## src/rtl/pc_fetch_ctrl.sv

```systemverilog
// Instruction-fetch sequencer: owns the PC, drives the I-mem request and loads IF/ID.
// Latency: with zero-wait memory, first IF/ID valid 2 cycles after reset release, then 1 instr/cycle.
// Backpressure: stall holds IF/ID and PC; a stalled return is parked in hold_buf with the request dropped.
module pc_fetch_ctrl #(
    parameter logic [15:0] RESET_PC   = 16'h0000,
    parameter logic [3:0]  HLT_OPCODE = 4'hF
) (
    input  logic        clk,
    input  logic        rst_n,
    input  logic        stall,
    input  logic        redirect,
    input  logic [15:0] redirect_pc,
    output logic        imem_req,
    output logic [15:0] imem_addr,
    input  logic        imem_ready,
    input  logic [15:0] imem_data,
    output logic        if_valid,
    output logic [15:0] if_instr,
    output logic [15:0] if_pc,
    output logic [15:0] if_pc_plus2,
    output logic        halted
);

    typedef enum logic [2:0] {IDLE, FETCH, DROP, HOLD, HALT} state_t;

    state_t      state;
    logic [15:0] pc;
    logic [15:0] tgt_buf;
    logic [15:0] hold_buf;

    logic [15:0] rpc;
    logic [15:0] pc_next;
    logic [15:0] accept_dat;
    logic        do_accept;

    assign rpc        = redirect_pc & 16'hFFFE;
    assign pc_next    = pc + 16'd2;
    assign accept_dat = (state == HOLD) ? hold_buf : imem_data;
    assign do_accept  = !redirect && !stall &&
                        ((state == FETCH && imem_ready) || state == HOLD);

    // DROP keeps the abandoned address on the bus until memory completes it.
    assign imem_req  = (state == FETCH) || (state == DROP);
    assign imem_addr = pc;

    always_ff @(posedge clk or negedge rst_n) begin
        if (!rst_n) begin
            state       <= IDLE;
            pc          <= RESET_PC;
            tgt_buf     <= 16'h0000;
            hold_buf    <= 16'h0000;
            if_valid    <= 1'b0;
            if_instr    <= 16'h0000;
            if_pc       <= 16'h0000;
            if_pc_plus2 <= 16'h0000;
            halted      <= 1'b0;
        end else begin
            case (state)
                IDLE: state <= FETCH;
                FETCH: begin
                    if (redirect) begin
                        if_valid <= 1'b0;
                        if (imem_ready) begin
                            pc <= rpc;
                        end else begin
                            tgt_buf <= rpc;
                            state   <= DROP;
                        end
                    end else if (imem_ready && stall) begin
                        hold_buf <= imem_data;
                        state    <= HOLD;
                    end else if (!imem_ready && !stall) begin
                        if_valid <= 1'b0;
                    end
                end
                DROP: begin
                    if_valid <= 1'b0;
                    if (imem_ready) begin
                        pc    <= redirect ? rpc : tgt_buf;
                        state <= FETCH;
                    end else if (redirect) begin
                        tgt_buf <= rpc;
                    end
                end
                HOLD: begin
                    if (redirect) begin
                        pc       <= rpc;
                        if_valid <= 1'b0;
                        state    <= FETCH;
                    end
                end
                HALT: begin
                    if (redirect) begin
                        halted   <= 1'b0;
                        pc       <= rpc;
                        if_valid <= 1'b0;
                        state    <= FETCH;
                    end else if (!stall) begin
                        if_valid <= 1'b0;
                    end
                end
                default: state <= IDLE;
            endcase

            // Shared accept path for a fresh return (FETCH) or a parked one (HOLD).
            if (do_accept) begin
                if_instr    <= accept_dat;
                if_pc       <= pc;
                if_pc_plus2 <= pc_next;
                if_valid    <= 1'b1;
                pc          <= pc_next;
                if (accept_dat[15:12] == HLT_OPCODE) begin
                    state  <= HALT;
                    halted <= 1'b1;
                end else begin
                    state <= FETCH;
                end
            end
        end
    end

endmodule

```

## config.mk

```make
export PLATFORM = sky130hd
export DESIGN_NAME = pc_fetch_ctrl
export DESIGN_NICKNAME = d
export VERILOG_FILES = /design/src/rtl/pc_fetch_ctrl.sv
export SDC_FILE = /design/constraint.sdc
export NUM_CORES = 1
export LEC_CHECK = 0
export CORE_AREA = 2 2 96 98
export DETAILED_ROUTE_END_ITERATION = 10
export DIE_AREA = 0 0 98 100
export PLACE_DENSITY = 0.9
export RECOVER_POWER = 50
export SYNTH_ARGS = -nofsm -noshare
export SYNTH_HDL_FRONTEND = slang
export SYNTH_SLANG_ARGS = --single-unit
```

## constraint.sdc

```tcl
create_clock -name clk -period 3.2 [get_ports clk]
set_input_delay 0.64 -clock clk [delete_from_list [all_inputs] [get_ports clk]]
set_output_delay 0.64 -clock clk [all_outputs]
set_load 0.01 [all_outputs]
```

# After elaboration in Yosys (flattened, before gate mapping)

Cells that the tools add are included.

RAM bits: 0
Logic and storage cells: 81
Input bits: 37
Output and inout port bits: 67
Flip-flop bits (word level): 101
Bits in read-only memories: 0
Memories: 0
Bits in latches: 0

Shifts and indexed selects: 0
Order comparisons: 0
Reductions and logical operators: 20
Div/mod/pow operators: 0
Multipliers: 0
Mux-type cells: 32
Add/subtract/negate cells: 1
Equal/unequal tests: 18
Bitwise logic cells: 1

Operators by type and width:

| kind                                                                     | count |
|---|---|
| 16-bit 2-to-1 mux                                                        | 10 |
| 16-bit case mux with 3 select lines                                      | 1 |
| 16-bit case mux with 2 select lines                                      | 1 |
| 3-bit 2-to-1 mux                                                         | 7 |
| 16-bit by 2-bit adder with 16-bit output (second input constant)         | 1 |
| 3-bit inequality test (second input constant)                            | 4 |
| 4-bit inequality test (second input constant)                            | 3 |
| 3-bit case mux with 4 select lines                                       | 1 |
| 1-bit 2-to-1 mux                                                         | 11 |
| 5-bit AND reduction                                                      | 2 |
| 4-bit by 3-bit inequality test with 1-bit output (second input constant) | 2 |
| 4-bit AND reduction                                                      | 2 |
| 3-bit by 2-bit == test with 1-bit output (second input constant)         | 2 |
| 2-bit inequality test (second input constant)                            | 3 |
| 1-bit logical AND                                                        | 5 |
| 5-bit nonzero test                                                       | 1 |
| 4-bit == test (second input constant)                                    | 1 |
| 1-bit case mux with 4 select lines                                       | 1 |
| 4-bit nonzero test                                                       | 1 |
| 3-bit by 1-bit == test with 1-bit output (second input constant)         | 1 |
| 3-bit == test (second input constant)                                    | 1 |
| 1-bit logical NOT                                                        | 3 |
| 3-bit logical NOT                                                        | 1 |
| 3-bit by 1-bit inequality test with 1-bit output (second input constant) | 1 |
| other kinds (5)                                                          | 6 |

# Longest topological paths before layout

Gate-level depths: netlist of run 1.

Depth in word-level cells: 7
Gate-level depth with buffers: 8
Mapped depth without buffers: 5

# Worst setup path after synthesis of run 1

OpenSTA, ideal clock, no wires.

Path kind: in2reg
Start point: input redirect
End point: register tgt_buf[8]
Required time: 3.072 ns
Arrival: 2.125 ns
Setup slack: 0.947 ns
Setup time: 0.128 ns
Path buffers: 2
Stages: 5
Cells stage by stage: buf_4 > nor4b_2 > nor2_2 > buf_2 > mux2_1

Cells in the longest elaborated chain, start to end: 3

Ends and longest elaborated chain:

| item                                | RTL line | source |
|---|---|---|
| start: declaration                  | 11       | `input logic redirect,` |
| 16-bit 2-to-1 mux (2 in series)     | n/a      |  |
| 16-bit case mux with 2 select lines | n/a      |  |
| end signal: assignment              | 66       | `tgt_buf <= rpc;` |
| end signal: assignment              | 82       | `tgt_buf <= rpc;` |
| end: declaration                    | 28       | `logic [15:0] tgt_buf;` |

Parallel ways exist; a longest one is shown, timed or not. The select of a mux whose other input is x is not followed.
A chain may end at the register's enable or synchronous reset.

# Final worst setup path of run 1

Start point: register state[0]
End point: output imem_req

Cells in the longest elaborated chain, start to end: 2

Ends and longest elaborated chain:

| item                                                                                                        | RTL line | source |
|---|---|---|
| start: declaration                                                                                          | 26       | `state_t state;` |
| start signal: assignment                                                                                    | 48       | `state <= IDLE;` |
| start signal: assignment                                                                                    | 59       | `IDLE: state <= FETCH;` |
| start signal: assignment                                                                                    | 67       | `state <= DROP;` |
| 3-bit by 1-bit == test with 1-bit output / 3-bit by 2-bit == test with 1-bit output (equally long branches) | 43       | `assign imem_req = (state == FETCH) \|\| (state == DROP);` |
| 1-bit logical OR *                                                                                          | 43       |  |
| end: declaration                                                                                            | 13       | `output logic imem_req,` |

Mark *: on every way between the ends. The rest lies on a longest branch, timed or not.

==> metrics.md, run 1 <==
| Metric | Value |
|---|---|
| Synth Register Bits | `100` |
| Die Y | `100 um` |
| Fin nets | `582` |
| Endpoints failing hold | `0` |
| Crit Path Max Fanout | `19` |
| Most common flop cell mapped by yosys | `dfrtp_1` |
| Initial core utilization | `52.99%` |
| Fin. max-slew vios | `0` |
| DR WL/cell | `17.55 um` |
| Setup TNS | `0 ps` |
| Max_cap viols | `0` |
| Critical path class | `flop to primary output` |
| Total chip power | `5285 uW` |
| M3 GR Usage | `4.318%` |
| Top Usage Layer GRT | `met2` |
| Yosys Warn Count | `0` |
| Post-DP HPWL | `8120 um` |
| Top Family by Delay on Critical Path | `flip-flops` |
| Vias in the first global route | `3886` |
| H-tree Lvls | `3` |
| Final setup viols | `0` |
| Pre-antenna DRT Iters | `4` |
| CP max stage cell | `dfrtp_1` |
| Class of the worst hold path | `flop to flop` |
| Full die area | `9800 sq um` |
| Synthesized cell area | `4711 sq um` |
| Hold slack | `477.4 ps` |
| Core Box Area | `8890 sq um` |
| Clk_lat worst skew | `370 ps` |
| Syn Nets | `487` |
| M1 GR Usage | `32.29%` |
| Via/cell ratio | `5.770` |
| Number of antenna diodes | `0` |
| Crit-path max cell delay | `600 ps` |
| Synth top area cells | `dfrtp_1 53%, nand2_1 8.0%, mux2_2 7.4%, mux2i_1 5.3%, o21ai_0 4.2%` |
| Post-Syn Area per Cell | `10.49 sq um` |
| Outcome | `finished clean` |
| Buf+Inv Stages, Crit Path | `1` |
| PwrDens | `879.2 nW/um^2` |
| Die width | `98 um` |
| Setup Fix Bufs, Post-CTS | `0` |
| Num CTS Buffers | `9` |
| Io pins | `104` |
| Num rows | `35` |
| Met2 GRT Util | `39.41%` |
| All-layer global routing usage | `23.91%` |
| Post-layout util | `67.63%` |
| First-pass GRT wire length | `18780 um` |
| Post-route cell area | `6012 sq um` |
| Tcrit/Tclk final | `80.52%` |
| Top cell type by total area after synthesis | `dfrtp_1` |
| Share of the synthesized area in the top cell type | `53.12%` |
| Min Tclk post-route | `2577 ps` |
| Crit end category | `primary output` |
| Worst relative slew slack | `1.400%` |
| RSZ-0062 raised after global routing | `no` |
| Global route overflow | `0` |
| CP arrival | `1940 ps` |
| Post-CTS sizing | `0` |
| Largest net degree at the start of global routing | `62` |
| CTS Hold Buffers Added | `0` |
| Syn-to-layout area delta | `27.62%` |
| CTS tree | `yes` |
| Startpoint types | `flop` |
| Worst-case clock buffer depth | `2` |
| Area after DPL | `5841 sq um` |
| DRT antenna net count | `0` |
| TritonCTS Sinks | `100` |
| FMAX | `0.3881 GHz` |
| Mapped Cells | `449` |
| Initial antenna violation count | `0` |
| Port Buf Inserts | `102` |
| # DRC | `0` |
| CP required | `2560 ps` |
| CTS clk-pin slew, worst paths | `90 ps` |
| Crit-path cells | `nand2b_1 > a21oi_1 > clkdlybuf4s50_1` |
| Worst vdd ir | `0.0004064 V` |
| Leak | `0.002758 uW` |
| Vias | `3808` |
| Filler instances | `643` |
| Netlist cell types | `56` |
| Iter 0 DRT Violations | `332` |
| GPL Wtd Cong | `0.8742` |
| Worst-Margin Slew | `1479 ps` |
| Commonest non-fill, non-tap cells in the layout | `100 x nand2_1, 100 x dfrtp_1, 68 x clkdlybuf4s50_1, 40 x o21ai_0, 33 x dlygate4sd3_1` |
| Flop2flop setup slack | `750 ps` |
| Skew final | `11.69 ps` |
| Root buffer cell | `clkbuf_8` |
| Post-synth ARST share | `100.0%` |
| Total Routed Length | `11580 um` |
| Sequential cell area fraction in the yosys report | `53.12%` |
| EDFF count, synth | `0` |
| Share of layout cells above drive strength 1 | `13.48%` |
## path summary, 6_finish.rpt
| kind | startpoint | end | cells after the start |
|---|---|---|---|
| worst max-delay path | state[0] | imem_req | 3 |
| worst min-delay path | if_pc[5] | if_pc[5] | 2 |
| worst min register to register | if_pc[5] | if_pc[5] | 2 |
| worst max register to register | state[0] | imem_addr[13] | 5 |
| max in group asynchronous | rst_n | imem_addr[11] | 2 |
| min in group asynchronous | rst_n | if_instr[1] | 1 |
## worst register-to-register path, stage by stage, from the launching register on
cell and delay, ps:
dfrtp_1 710, or4b_4 580, or2_2 430, buf_4 240, o21ai_0 150, o2bb2a_1 220
## per-stage QoR
stage,instances,setup slack [ps]
floorplan,449,947.4
global placement,644,348.2
detailed placement,644,311.8
CTS,660,607.8
global route,660,450.8
finish,660,623.5
## power breakdown
part	internal [uW]	leakage, uW	switching [uW]
clock	330	0.0000928	444
sequential	1840	0.00123	504
combinational	1190	0.00144	972
total	3370	0.00276	1920
## metal layers
| layer | wire, um | vias to the layer above |
|---|---|---|
| met5 | 0 | - |
| met4 | 225 | 0 |
| met3 | 603 | 21 |
| met2 | 5764 | 148 |
| met1 | 4988 | 1882 |
| li1 | - | 1757 |
## area by class of cell
cell class,instances,area (sq um),area share [%]
clock buffers,12,155.1,2.581
flip-flops and latches,100,2502,41.62
inverters,2,7.507,0.1249
repair buffers,116,1131,18.81
multi-input cells,315,2043,33.99
clock inverters,4,33.78,0.5619
well taps,111,138.9,2.310
## registers in the layout, indices dropped and copies added (netlist names)
| signal | flops |
|---|---|
| halted | 1 |
| hold_buf | 16 |
| if_instr | 16 |
| if_pc | 16 |
| if_pc_plus2 | 15 |
| if_valid | 1 |
| imem_addr | 16 |
| state | 3 |
| tgt_buf | 16 |
## synth_stat cells, types with 2 or more instances
library cell / number
nor4_1: 2
a32o_1: 3
dfrtp_1: 100
mux2i_1: 25
nor2_1: 11
mux2_2: 31
o211ai_1: 2
nor3_1: 6
a21o_1: 4
a21oi_1: 9
and2_1: 3
nand3_1: 11
a22oi_1: 2
buf_6: 2
nand3b_1: 2
clkbuf_1: 18
xor2_1: 5
nor3b_1: 2
nand4_1: 4
a22o_1: 2
nor2b_1: 4
nand2b_1: 4
o21ai_0: 40
inv_1: 2
a211o_1: 4
o22a_1: 2
a2bb2oi_1: 3
xnor2_1: 7
buf_4: 4
a311oi_1: 2
nand2_1: 100
buf_2: 8
a221o_1: 2
## cells by family (layout without fill, tap and decap cells)
family / count (synthesis) / after routing / synth area share, %
AOI/OAI and AO/OA: 84 / 84 / 11.82
and+or+nand+nor: 161 / 161 / 16.04
buffers and inverters: 34 / 134 / 3.559
adders and majority gates: 1 / 1 / 0.2656
DFF: 100 / 100 / 53.12
xor gates and xnor gates: 12 / 12 / 2.231
muxes: 57 / 57 / 12.96
(Power assumes the default switching activity.)
==> run 2: changes to the inputs <==
--- a/config.mk
+++ b/config.mk
@@ -5,10 +5,10 @@
 export SDC_FILE = /design/constraint.sdc
 export NUM_CORES = 1
 export LEC_CHECK = 0
-export CORE_AREA = 2 2 96 98
+export CORE_AREA = 2 2 105 107
 export DETAILED_ROUTE_END_ITERATION = 10
-export DIE_AREA = 0 0 98 100
-export PLACE_DENSITY = 0.9
+export DIE_AREA = 0 0 107 109
+export PLACE_DENSITY = 0.81
 export RECOVER_POWER = 50
 export SYNTH_ARGS = -nofsm -noshare
 export SYNTH_HDL_FRONTEND = slang
==> constraint.sdc (replaced) <==
create_clock -name clk -period 2.2 [get_ports clk]
set_input_delay 0.44 -clock clk [delete_from_list [all_inputs] [get_ports clk]]
set_output_delay 0.44 -clock clk [all_outputs]
set_load 0.01 [all_outputs]
==> metrics.md, run 2 (synthesis gave the netlist of run 1 again) <==
| Metric | Value |
|---|---|
| Outcome | `finished, violations left` |
| Failing checks | `capacitance limit, slew limit` |
| Total Routed Length | `11960 um` |
| Worst relative slew slack | `-25.57%` |
| RSZ-0062 raised after global routing | `no` |
| Largest net degree at the start of global routing | `41` |
| Num rows | `38` |
| Worst vdd ir | `0.0005655 V` |
| Comb power frac | `42.9%` |
| Hold slack | `481.2 ps` |
| RR Endpoint | `imem_addr[4]` |
| Critical path class | `input port to flop` |
| Commonest non-fill, non-tap cells in the layout | `100 x nand2_1, 100 x dfrtp_1, 68 x clkdlybuf4s50_1, 42 x buf_4, 40 x o21ai_0` |
| # DRC | `0` |
| H-tree Lvls | `3` |
| Initial core utilization | `44.43%` |
| Post-DP HPWL | `8938 um` |
| Worst-Margin Slew | `1884 ps` |
| Stages on worst setup path | `6` |
| Tcrit/Tclk final | `96.80%` |
| Min Tclk post-route | `2130 ps` |
| All-layer global routing usage | `21.33%` |
| DR WL/cell | `16.54 um` |
| FMAX | `0.4696 GHz` |
| CP Launch Point | `redirect` |
| Iter 0 DRT Violations | `254` |
| TritonCTS Sinks | `100` |
| CP required | `2460 ps` |
| Max_cap viols | `1` |
| Clock share of power | `15.5%` |
| Share of layout cells above drive strength 1 | `18.52%` |
| Initial antenna violation count | `0` |
| Class of the worst hold path | `flop to flop` |
| Startpoint types | `input port` |
| Worst setup endpoint | `imem_addr[9]` |
| Net Sw Frac | `35.87%` |
| Die width | `107 um` |
| Clk_lat worst skew | `370 ps` |
| Die Y | `109 um` |
| CP max stage cell | `or4b_4` |
| Global route overflow | `0` |
| Full die area | `11660 sq um` |
| Number of antenna diodes | `0` |
| Vias | `3903` |
| Sw Pwr | `2845 uW` |
| Root buffer cell | `clkbuf_8` |
| Io pins | `104` |
| Core Box Area | `10600 sq um` |
| Worst-case clock buffer depth | `2` |
| R2r startpoint | `state[0]` |
| Crit-path max cell delay | `570 ps` |
| Crit end category | `flop` |
| Syn-to-layout area delta | `34.87%` |
| Via/cell ratio | `5.398` |
| Crit Path Max Fanout | `4` |
| Crit-path cells | `clkdlybuf4s50_1 > or4b_4 > buf_4 > or3b_2 > o22ai_1 > a2bb2oi_1` |
| CTS clk-pin slew, worst paths | `100 ps` |
| Fin. max-slew vios | `34` |
| Final setup viols | `0` |
| Worst reg2reg path depth | `7` |
| Sequential power share | `41.6%` |
| Worst setup margin | `70.34 ps` |
| Total chip power | `7931 uW` |
| Pre-CTS setup slack | `-397.8 ps` |
| CTS tree | `yes` |
| Skew final | `15.19 ps` |
| CP arrival | `2390 ps` |
| CTS Hold Buffers Added | `0` |
| Port Buf Inserts | `102` |
| Flop2flop setup slack | `150 ps` |
| Pre-antenna DRT Iters | `4` |
| Num CTS Buffers | `9` |
| Int Pwr | `5086 uW` |
| Buf+Inv Stages, Crit Path | `2` |
| GPL Wtd Cong | `0.8331` |
| First-pass GRT wire length | `19600 um` |
| Endpoints failing hold | `0` |
| Fin nets | `616` |
| Leak | `0.002940 uW` |
| DRT antenna net count | `0` |
| Top Family by Delay on Critical Path | `simple AND/OR/NAND/NOR gates` |
| Vias in the first global route | `3971` |
| PwrDens | `1248 nW/um^2` |
run 2: cell count changes in the layout (fill, tap and decap cells not counted), moves of 2 or more:
cell,before,now
buf_12,1,3
buf_4,12,42
clkbuf_8,11,9
clkinv_4,3,0
inv_6,0,4
run 2: metal layers:
metal / routed length [um] / GRT usage (%) / part of all wire, %
met5: 0 / 0 / 0
met4: 297 / 8.349 / 2.5
met3: 674 / 2.989 / 5.6
met2: 5466 / 34.12 / 46
met1: 5517 / 29.59 / 46
run 2: area by class of cell:
class | instances | area, sq um
Fill cell | 902 | 4249
Sequential cell | 100 | 2502
Inverter | 2 | 7.507
Tap cell | 140 | 175.2
Timing Repair Buffer | 150 | 1409
Clock buffer | 9 | 123.9
Clock inverter | 7 | 80.08
Multi-Input combinational cell | 315 | 2056
run 2: what timing repair did:
| action | in CTS | in global routing |
|---|---|---|
| endpoints found under the setup margin | 2 | 7 |
| setup buffers | 0 | 0 |
| gates resized for setup | 2 | 4 |
run 2: worst min path at each step:
| stage | depth (start not counted) | end | start | slack (ps) |
|---|---|---|---|---|
| 5_1_grt | 2 | if_pc[6] | if_pc[6] | 510 |
| 3_5_place_dp | 1 | if_instr[9] | rst_n | 420 |
| 6_report | 2 | if_instr[1] | if_instr[1] | 480 |
| 4_1_cts | 1 | if_instr[9] | rst_n | 8 |
| 2_1_floorplan | 0 | halted | rst_n | 140 |
| 3_3_place_gp | 1 | if_instr[9] | rst_n | 410 |
run 2: worst min-delay path: stages, from the launching register on:
cell,delay (ps)
dfrtp_1,350
nand2_1,40
o21ai_0,60
run 2: power by group through the flow:
stage               registers (uW)  clock network, uW  logic (uW)
floorplan                     3440                  0        1500
global placement              3290                  0        3410
detailed placement            3340                  0        3520
CTS                           3300               1250        3530
global route                  3410               1330        3730
finish                        3300               1230        3400
run 2: per-stage QoR:
step | utilization, % | cell area [sq um] | instances | TNS (ps)
5_1_grt | 59.92 | 6354 | 723 | 0
4_1_cts | 59.90 | 6351 | 723 | 0
2_1_floorplan | - | 4711 | 449 | 0
6_report | 59.92 | 6354 | 723 | 0
3_3_place_gp | 57.95 | 6145 | 707 | -13360
3_5_place_dp | 57.95 | 6145 | 707 | -17900
